File: config.mk
export PLATFORM = sky130hd
export DESIGN_NAME = velocity_prcs_sched
export DESIGN_NICKNAME = d
export VERILOG_FILES = /design/src/rtl/velocity_prcs_sched.sv
export SDC_FILE = /design/constraint.sdc
export NUM_CORES = 1
export LEC_CHECK = 0
export ABC_CLOCK_PERIOD_IN_PS = 1500
export CAP_MARGIN = 0
export CORE_ASPECT_RATIO = 0.9
export CORE_MARGIN = 1
export CORE_UTILIZATION = 38
export DETAILED_ROUTE_END_ITERATION = 10
export HOLD_SLACK_MARGIN = 0.02
export PLACE_DENSITY = 0.8
export SETUP_SLACK_MARGIN = 0.05
export SKIP_LAST_GASP = 1
export SYNTH_ARGS = -nofsm -noshare
export SYNTH_HDL_FRONTEND = slang
export SYNTH_SLANG_ARGS = --single-unit
File: constraint.sdc
create_clock -name clk -period 1.5 [get_ports clk]
set_clock_uncertainty 0.05 [all_clocks]
set_input_delay 0.15 -clock clk [delete_from_list [all_inputs] [get_ports clk]]
set_output_delay 0.15 -clock clk [all_outputs]
set_load 0.02 [all_outputs]
File: src/rtl/velocity_prcs_sched.sv
// Arbitrates player A/B paddle-hit requests onto the shared velocity_prcs datapath and returns the result over valid/ready.
// Define VP_SCHED_MIRROR_EN to invert the vy sign for player B results.
module velocity_prcs_sched #(
    parameter int unsigned LATENCY = 4
) (
    input  logic        clk,
    input  logic        rst,
    input  logic        req_a_valid,
    output logic        req_a_ready,
    input  logic [15:0] req_a_velocity,
    input  logic [15:0] req_a_angle,
    input  logic        req_b_valid,
    output logic        req_b_ready,
    input  logic [15:0] req_b_velocity,
    input  logic [15:0] req_b_angle,
    output logic [15:0] vp_velocity,
    output logic [15:0] vp_angle,
    input  logic [31:0] vp_result,
    output logic        out_valid,
    input  logic        out_ready,
    output logic [15:0] out_vx,
    output logic [15:0] out_vy,
    output logic        out_player,
    output logic        busy
);

    localparam logic [3:0] LAT4 = 4'(LATENCY);

    typedef enum logic [1:0] {IDLE, WAIT, HOLD} state_t;

    state_t      state;
    logic        ptr;
    logic [3:0]  cnt;
    logic        grant_a;
    logic        grant_b;
    logic [15:0] vy_next;

    // ptr only breaks ties; a lone request is always granted.
    always_comb begin
        grant_a = 1'b0;
        grant_b = 1'b0;
        if (state == IDLE) begin
            if (req_a_valid && (!req_b_valid || !ptr))
                grant_a = 1'b1;
            else if (req_b_valid)
                grant_b = 1'b1;
        end
    end

    assign req_a_ready = grant_a;
    assign req_b_ready = grant_b;
    assign busy        = (state != IDLE);

    always_comb begin
        vy_next = vp_result[15:0];
`ifdef VP_SCHED_MIRROR_EN
        // Player B plays toward the opposite side; zero magnitude stays +0.
        if (out_player) begin
            if (vp_result[14:0] == 15'd0)
                vy_next = '0;
            else
                vy_next = {~vp_result[15], vp_result[14:0]};
        end
`endif
    end

    always_ff @(posedge clk) begin
        if (rst) begin
            state       <= IDLE;
            ptr         <= 1'b0;
            cnt         <= '0;
            vp_velocity <= '0;
            vp_angle    <= '0;
            out_valid   <= 1'b0;
            out_vx      <= '0;
            out_vy      <= '0;
            out_player  <= 1'b0;
        end else begin
            case (state)
                IDLE: begin
                    if (grant_a || grant_b) begin
                        vp_velocity <= grant_b ? req_b_velocity : req_a_velocity;
                        vp_angle    <= grant_b ? req_b_angle    : req_a_angle;
                        out_player  <= grant_b;
                        cnt         <= LAT4;
                        state       <= WAIT;
                    end
                end
                WAIT: begin
                    cnt <= cnt - 4'd1;
                    if (cnt == 4'd1) begin
                        out_vx    <= vp_result[31:16];
                        out_vy    <= vy_next;
                        out_valid <= 1'b1;
                        state     <= HOLD;
                    end
                end
                HOLD: begin
                    if (out_ready) begin
                        out_valid <= 1'b0;
                        ptr       <= ~out_player;
                        state     <= IDLE;
                    end
                end
                default: state <= IDLE;
            endcase
        end
    end

endmodule
==> Yosys cells after proc, flatten, opt, wreduce, memory -nomap -nowiden <==
Index checks and enable logic that the tools add are counted.
{ "word_totals": {"wordCells": 48, "regBits": 73, "out_inout_bits": 69, "in_bits": 101} }
{ "op_classes": {"mux": 16, "bitwise_logic": 1, "reduce_logical": 15, "n_eq_ne": 6, "add_sub_neg": 1} }
{ "op_table": {"columns": ["op", "count"], "rows": [
  ["two-way mux 16 bit", 2],
  ["one-hot mux 4 bit (2 select lines)", 1],
  ["AND reduction 2 bit", 4],
  ["two-way mux 1 bit", 7],
  ["two-way mux 2 bit", 3],
  ["one-hot mux 2 bit (3 select lines)", 1],
  ["AND reduction 3 bit", 2],
  ["nonzero test 2 bit", 3],
  ["== test 4 x 1 -> 1 bit, second input constant", 1],
  ["two-way mux 4 bit", 1],
  ["!= test 2 bit, second input constant", 2],
  ["subtractor 4 x 1 -> 4 bit, second input constant", 1],
  ["== test 2 x 1 -> 1 bit, second input constant", 1],
  ["== test 2 bit, second input constant", 1],
  ["zero test 1 bit", 2],
  ["zero test 2 bit", 1],
  ["logical OR 1 bit", 2],
  ["!= test 2 x 1 -> 1 bit, second input constant", 1],
  ["one-hot mux 1 bit (2 select lines)", 1],
  ["logical AND 1 bit", 1],
  ["inverter 1 bit", 1]
]} }

==> Depth between registers and ports, before layout <==
Gate-level depths: netlist of the first run.
{ "logic_depth": {"word_depth": 8, "depth_mapped": 8, "depth_no_buf": 6} }

==> Worst setup path after synthesis of the first run <==
No wires, ideal clock.
{ "synth_timing": {"kind": "reg2reg", "from": "register cnt[1]", "to": "register out_vx[0]", "synth_period_minus_slack_ps": 1371, "path_slack_ps": 129, "arrival_ps": 1189, "setup_time_ps": 132, "stages_incl_launch_ff": 9, "path_buffers": 2, "required_time_ps": 1318, "cell_sequence": "dfxtp_1 -> inv_1 -> ha_1 -> nor3b_2 -> and2_1 -> buf_2 -> buf_6 -> nand2_1 -> a21oi_1"} }
{ "synth_between": {"elab_chain_cells": 2} }
{ "synth_lines": {"columns": ["element", "line_no", "rtl"], "rows": [
  ["from (decl)", "33", "logic [3:0] cnt;"],
  ["from (signal assigned)", "90", "cnt <= cnt - 4'd1;"],
  ["== test 4 x 1 -> 1 bit", "91", "if (cnt == 4'd1) begin"],
  ["AND reduction 2 bit (no source line)", null, null],
  ["to (signal assigned)", "92", "out_vx <= vp_result[31:16];"],
  ["to (decl)", "21", "output logic [15:0] out_vx,"]
]} }
Every way passes these cells.
A chain may end at the register's enable or synchronous reset.

==> Worst setup path after layout of the first run <==
{ "layout_timing": {"from": "register state[1]", "to": "register vp_velocity[4]"} }
{ "layout_between": {"elab_chain_cells": 4, "word_cells_on_any_way": 6, "classes_between": "3 x mux; 3 x reduce/logical"} }
{ "layout_lines": {"columns": ["element", "line_no", "rtl"], "rows": [
  ["from (decl)", "31", "state_t state;"],
  ["from (signal assigned)", "69", "state <= IDLE;"],
  ["from (signal assigned)", "86", "state <= WAIT;"],
  ["from (signal assigned)", "95", "state <= HOLD;"],
  ["zero test 2 bit *", "42, 79", null],
  ["two-way mux 1 bit", "42", "if (state == IDLE) begin"],
  ["logical OR 1 bit", "81", "if (grant_a || grant_b) begin"],
  ["AND reduction 2 bit (no source line)", null, null],
  ["to (signal assigned)", "82", "vp_velocity <= grant_b ? req_b_velocity : req_a_velocity;"],
  ["to (decl)", "16", "output logic [15:0] vp_velocity,"]
]} }
Every way passes the cells marked *; elsewhere a longest branch is shown, timed or not.

==> impl_metrics.ini, run 1 <==
[clock_network]
cts.htree.levels = 3
insertion_delay_ns = 0.34
ctsHoldBuffers = 0
cts_tree = done
clock_sinks = 73
clk_pin_slew_ns = 0.08
cts-root-buf = clkbuf_8
cts_made_buffers = 9
cts_buffer_depth = 2

[power_and_ir_drop]
ir_drop_uv = 751
p_leak_nw = 2.38
p_per_area_nw_per_um2 = 1010

[setup_path]
cp_top_family = buffers and inverters
r2r_slack_ns = 0.03
cp_slowest_cell = dfxtp_4
r2r_cells = 8
cp.depth = 8
cp_num_buf_inv = 4
r2r-start = state[1]
required_ns = 1.70
crit_type = register to register
end_kind = register
cp_cell_sequence = nor2_4, buf_6, inv_4, nor2_4, buf_6, buf_12, nor2_1, a211oi_1
slowest_delay_ns = 0.36
crit_fanout = 8
critPathArrivalTime_ns = 1.67
reg2reg_to = vp_velocity[4]
start_kind = register

[die]
die-area_um2 = 8290
core-area_um2 = 7620
rows = 30
io_pins = 170
dieWidth_um = 95.9
chipHeight_um = 86.5
start_util_pct = 39.6

[logic_synthesis]
synthCells = 370
synth_nets = 473
synthesis.area_um2 = 3010
synth-seq-cells = 73
yosysWarnings = 0
syn_area_per_cell_um2 = 8.15
synth_cell_type_count = 28
yosysSeqAreaShare_pct = 48.5

[drt]
antenna_left = 0
wire_per_inst_um = 15.7
drc_errors = 0
viasPerCell = 5.10
drt-pass1-iter-count = 4
drt_iter0_drc = 106
wirelength_um = 10400
vias = 3361

[timing]
holdWs_ns = 0.261
grt_setup_unrepaired = yes
post-route-period-util_pct = 98.0
worstMarginPinSlew_ns = 0.366
period_minus_slack_ns = 1.47
max_clock_freq_ghz = 0.680
relSlewSlack_pct = 75.6
finalHoldViolations = 0
slew_viol_final = 0
setup_viol = 0
setup_tns_ns = 0

[global_routing]
antenna_found_initial = 0
grt_overflow_total = 0
grt_pass1_vias = 3103
grt_max_degree = 74
grt_pass1_wl_um = 14900
grt_util_all_layers_pct = 23.5

[job]
maxCapViolCount = 0

[layout]
antenna_cells = 0
final_common_cell = clkdlybuf4s50_1
area_growth_pct = 81.1
fillCellCount = 594
final_nets = 661
drive_above_1_share_pct = 19.0
seqCellArea_um2 = 1470
multi_input_area_um2 = 1490
layout_common_cells = 99 x clkdlybuf4s50_1, 98 x nand2_1, 69 x dfxtp_1, 68 x a21oi_1, 66 x dlygate4sd2_1

[place]
port_buffers = 169
dp_hpwl_um = 6400
gp_congestion = 0.768

[hold_path]
hold_depth = 3
hold_end = out_vx[14]
holdCritPathClass = input port to register
hold_start = rst

[run_status]
status = finished, final reports clean
==> Yosys cell counts <==
cell type    n  area [um2]
dfxtp_1     73        1460
clkinv_4     1        8.76
nor3b_2      1        12.5
and2_1       1        6.26
o21ai_0      1        5.00
mux2_2       1        11.3
nand2_2      1        6.26
buf_2       10        50.1
xor2_1       1        8.76
nor4_1       1        6.26
a31oi_1      1        6.26
nand2b_1     3        18.8
inv_1        2        7.51
buf_6        9         101
and3b_1      1        8.76
clkbuf_1     7        26.3
and2b_2      1        8.76
a211oi_2     8         100
nor2_4       2        22.5
nand3_4      1        17.5
o21ai_2      1        8.76
inv_2        1        3.75
a21oi_1     70         350
a211oi_1    25         188
nor2_1      44         165
buf_1        1        3.75
nand2_1    100         375
ha_1         2        25.0
==> routing by layer <==
layer,track usage [%],vias to the layer above,routed length (um)
li1,-,1625,-
met1,26.8,1576,4260
met2,41.6,142,5080
met3,6.49,18,824
met4,8.68,0,212
met5,0,-,0
==> repair_timing <==
| item | CTS | global route |
|---|---|---|
| pin swaps | 3 | 29 |
| gates resized for setup | 85 | 52 |
| cloned | 4 | 5 |
| buffers inserted | 3 | 5 |
| endpoints found under the setup margin | 126 | 69 |
==> worst max-delay path by stage <==
| stage | startpoint | end | slack [ns] |
|---|---|---|---|
| floorplan | cnt[1] | out_vx[0] | 0.13 |
| global placement | req_a_valid | req_b_ready | -0.18 |
| detailed placement | req_a_valid | vp_angle[8] | -0.21 |
| CTS | cnt[1] | out_vx[4] | -0.01 |
| global route | state[1] | vp_angle[3] | -0.03 |
| finish | state[1] | vp_velocity[4] | 0.03 |
==> logic make-up (layout without fill, tap and decap cells) <==
| family | count (synthesis) | in the layout | synth area share (%) |
|---|---|---|---|
| AND/OR/NAND/NOR | 156 | 156 | 21.5 |
| AO/OA/AOI/OAI | 106 | 106 | 21.8 |
| flip-flops | 73 | 73 | 48.5 |
| buffers and inverters | 31 | 224 | 6.68 |
| adder cells (fa/ha/maj) | 2 | 2 | 0.830 |
| XOR/XNOR | 1 | 1 | 0.291 |
| multiplexers | 1 | 1 | 0.374 |
==> cell type report <==
type / instances / share of cell area, %
sequential: 73 / 26.9
clock buffer: 10 / 2.52
tap: 96 / 2.20
multi-input combinational: 266 / 27.3
clock inverter: 6 / 1.93
inverter: 4 / 0.413
timing repair buffer: 204 / 38.8
==> registers in the layout, summed over array words and instances (netlist names) <==
| name | cells |
|---|---|
| ptr | 1 |
| vp_velocity | 16 |
| out_player | 1 |
| out_valid | 1 |
| vp_angle | 16 |
| cnt | 4 |
| state | 2 |
| out_vy | 16 |
| out_vx | 16 |
==> stage by stage <==
stage | std cells | util, % | worst slack (ns) | total power [mW] | instance area (um2)
3_5_place_dp | 626 | 63.5 | -0.209 | 3.52 | 4840
5_1_grt | 659 | 71.6 | -0.0296 | 5.75 | 5460
4_1_cts | 649 | 67.7 | -0.0141 | 5.39 | 5160
6_report | 659 | 71.6 | 0.0303 | 5.52 | 5460
3_3_place_gp | 626 | 63.5 | -0.176 | 3.49 | 4840
2_1_floorplan | 370 | - | 0.129 | 2.85 | 3010
==> report_power, final <==
group	switching, mW	total, mW	internal (mW)
sequential	0.0855	2.17	2.08
combinational	0.728	1.48	0.751
clock	0.728	1.87	1.14
==> tightest hold or removal path: cells and delay by family <==
kind                   cells  cell delay (ns)
AOI/OAI and AO/OA          1             0.14
buffers and inverters      2             0.32
(Power assumes the default switching activity.)
==> inputs of run 2 (changes only) <==
--- a/config.mk
+++ b/config.mk
@@ -14,7 +14,6 @@
 export HOLD_SLACK_MARGIN = 0.02
 export PLACE_DENSITY = 0.8
 export SETUP_SLACK_MARGIN = 0.05
-export SKIP_LAST_GASP = 1
 export SYNTH_ARGS = -nofsm -noshare
 export SYNTH_HDL_FRONTEND = slang
 export SYNTH_SLANG_ARGS = --single-unit
==> run 2 against run 1 <==
Worst hold slack improved by 0.0050 ns. First-iteration DRC count down 16%. Sequential cell count unchanged. Largest cell class unchanged. Largest power group unchanged.
==> impl_metrics.ini, run 2 (synthesis gave the netlist of run 1 again) <==
[setup_path]
required_ns = 1.69
end_kind = register
r2r-start = state[1]
r2r_slack_ns = 0.007
crit_fanout = 8
r2r_cells = 8
critPathArrivalTime_ns = 1.68
reg2reg_to = vp_angle[9]
start_kind = register
crit_type = register to register

[clock_network]
ctsHoldBuffers = 0
clock_sinks = 73
insertion_delay_ns = 0.34
cts_made_buffers = 9
clk_pin_slew_ns = 0.08
cts_buffer_depth = 2
cts-root-buf = clkbuf_8
cts.htree.levels = 3
cts_tree = done

[timing]
slew_viol_final = 0
setup_tns_ns = 0
relSlewSlack_pct = 75.6
worstMarginPinSlew_ns = 0.366
period_minus_slack_ns = 1.49
post-route-period-util_pct = 99.5
finalHoldViolations = 0
grt_setup_unrepaired = yes
fin_ws_ns = 0.00729
holdWs_ns = 0.266
max_clock_freq_ghz = 0.670
setup_viol = 0

[run_status]
status = finished, final reports clean

[power_and_ir_drop]
p_per_area_nw_per_um2 = 1010
ir_drop_uv = 751
finalPower_mw = 5.53
p_leak_nw = 2.37

[die]
dieWidth_um = 95.9
chipHeight_um = 86.5
rows = 30
die-area_um2 = 8290
start_util_pct = 39.6
core-area_um2 = 7620
io_pins = 170

[global_routing]
antenna_found_initial = 0
grt_util_all_layers_pct = 23.5
grt_max_degree = 74
grt_pass1_vias = 3106
grt_pass1_wl_um = 14900
grt_overflow_total = 0

[layout]
fillCellCount = 593
final_nets = 660
layout_common_cells = 99 x clkdlybuf4s50_1, 98 x nand2_1, 69 x dfxtp_1, 67 x a21oi_1, 66 x dlygate4sd2_1
area_growth_pct = 81.4
fin_area_um2 = 5470
final_common_cell = clkdlybuf4s50_1
antenna_cells = 0
drive_above_1_share_pct = 19.9

[drt]
wire_per_inst_um = 15.7
drc_errors = 0
vias = 3365
viasPerCell = 5.11
drt_iter0_drc = 89
drt-pass1-iter-count = 4
wirelength_um = 10300
antenna_left = 0

[place]
gp_congestion = 0.768
dp_hpwl_um = 6400
port_buffers = 169
placed_area_um2 = 4840
dpl_worst_slack_ns = -0.209

[hold_path]
hold_start = rst
hold_depth = 3
holdCritPathClass = input port to register
hold_end = out_vx[8]

[job]
maxCapViolCount = 0
-- run 2: cell types whose count changed in the layout (fill, tap and decap cells not counted) --
cell	delta
buf_6	-1
nor2_1	-5
nor2_2	+4
a21oi_1	-1
a21oi_2	+1
nor2_4	+1
-- run 2: metal layers --
metal | track usage, % | vias to the layer above | wire [um]
li1 | - | 1624 | -
met1 | 26.9 | 1577 | 4210
met2 | 41.6 | 146 | 5110
met3 | 6.49 | 18 | 786
met4 | 8.68 | 0 | 212
met5 | 0 | - | 0
-- run 2: metrics by stage --
step | util [%] | cells
floorplan | - | 370
global placement | 63.5 | 626
detailed placement | 63.5 | 626
CTS | 67.8 | 649
global route | 71.8 | 658
finish | 71.8 | 658
-- run 2: how the worst max path moves through the flow --
stage	endpoint	start	cells past startpoint
6_report	vp_angle[9]	state[1]	8
5_1_grt	vp_angle[15]	state[1]	8
4_1_cts	out_vx[4]	cnt[1]	8
3_5_place_dp	vp_angle[8]	req_a_valid	6
3_3_place_gp	req_b_ready	req_a_valid	5
2_1_floorplan	out_vx[0]	cnt[1]	8
-- run 2: cell type report --
class	count	area (um2)	area share, %
Sequential cell	73	1470	26.9
Inverter	4	22.5	0.412
Multi-Input combinational cell	266	1510	27.6
Timing Repair Buffer	203	2100	38.5
Clock buffer	10	138	2.52
Tap cell	96	120	2.20
Clock inverter	6	105	1.92
-- run 2: timing repair --
| action | 4_1_cts | 5_1_grt |
|---|---|---|
| endpoints found under the setup margin | 126 | 69 |
| cloned | 4 | 4 |
| pin swaps | 3 | 30 |
| resized for setup | 87 | 57 |
| buffers inserted | 3 | 5 |
-- run 2: report_power, final --
part,leakage [nW],switching (mW),internal [mW]
registers,0.600,0.0898,2.08
clock network,0.126,0.728,1.14
logic,1.65,0.733,0.755
-- run 2: worst max-delay path: stages, from the launching register on --
cell	delay, ns
dfxtp_4	0.36
nor2_4	0.15
buf_6	0.13
inv_4	0.04
nor2_4	0.15
buf_6	0.13
buf_16	0.13
nor2_1	0.04
a211oi_1	0.21
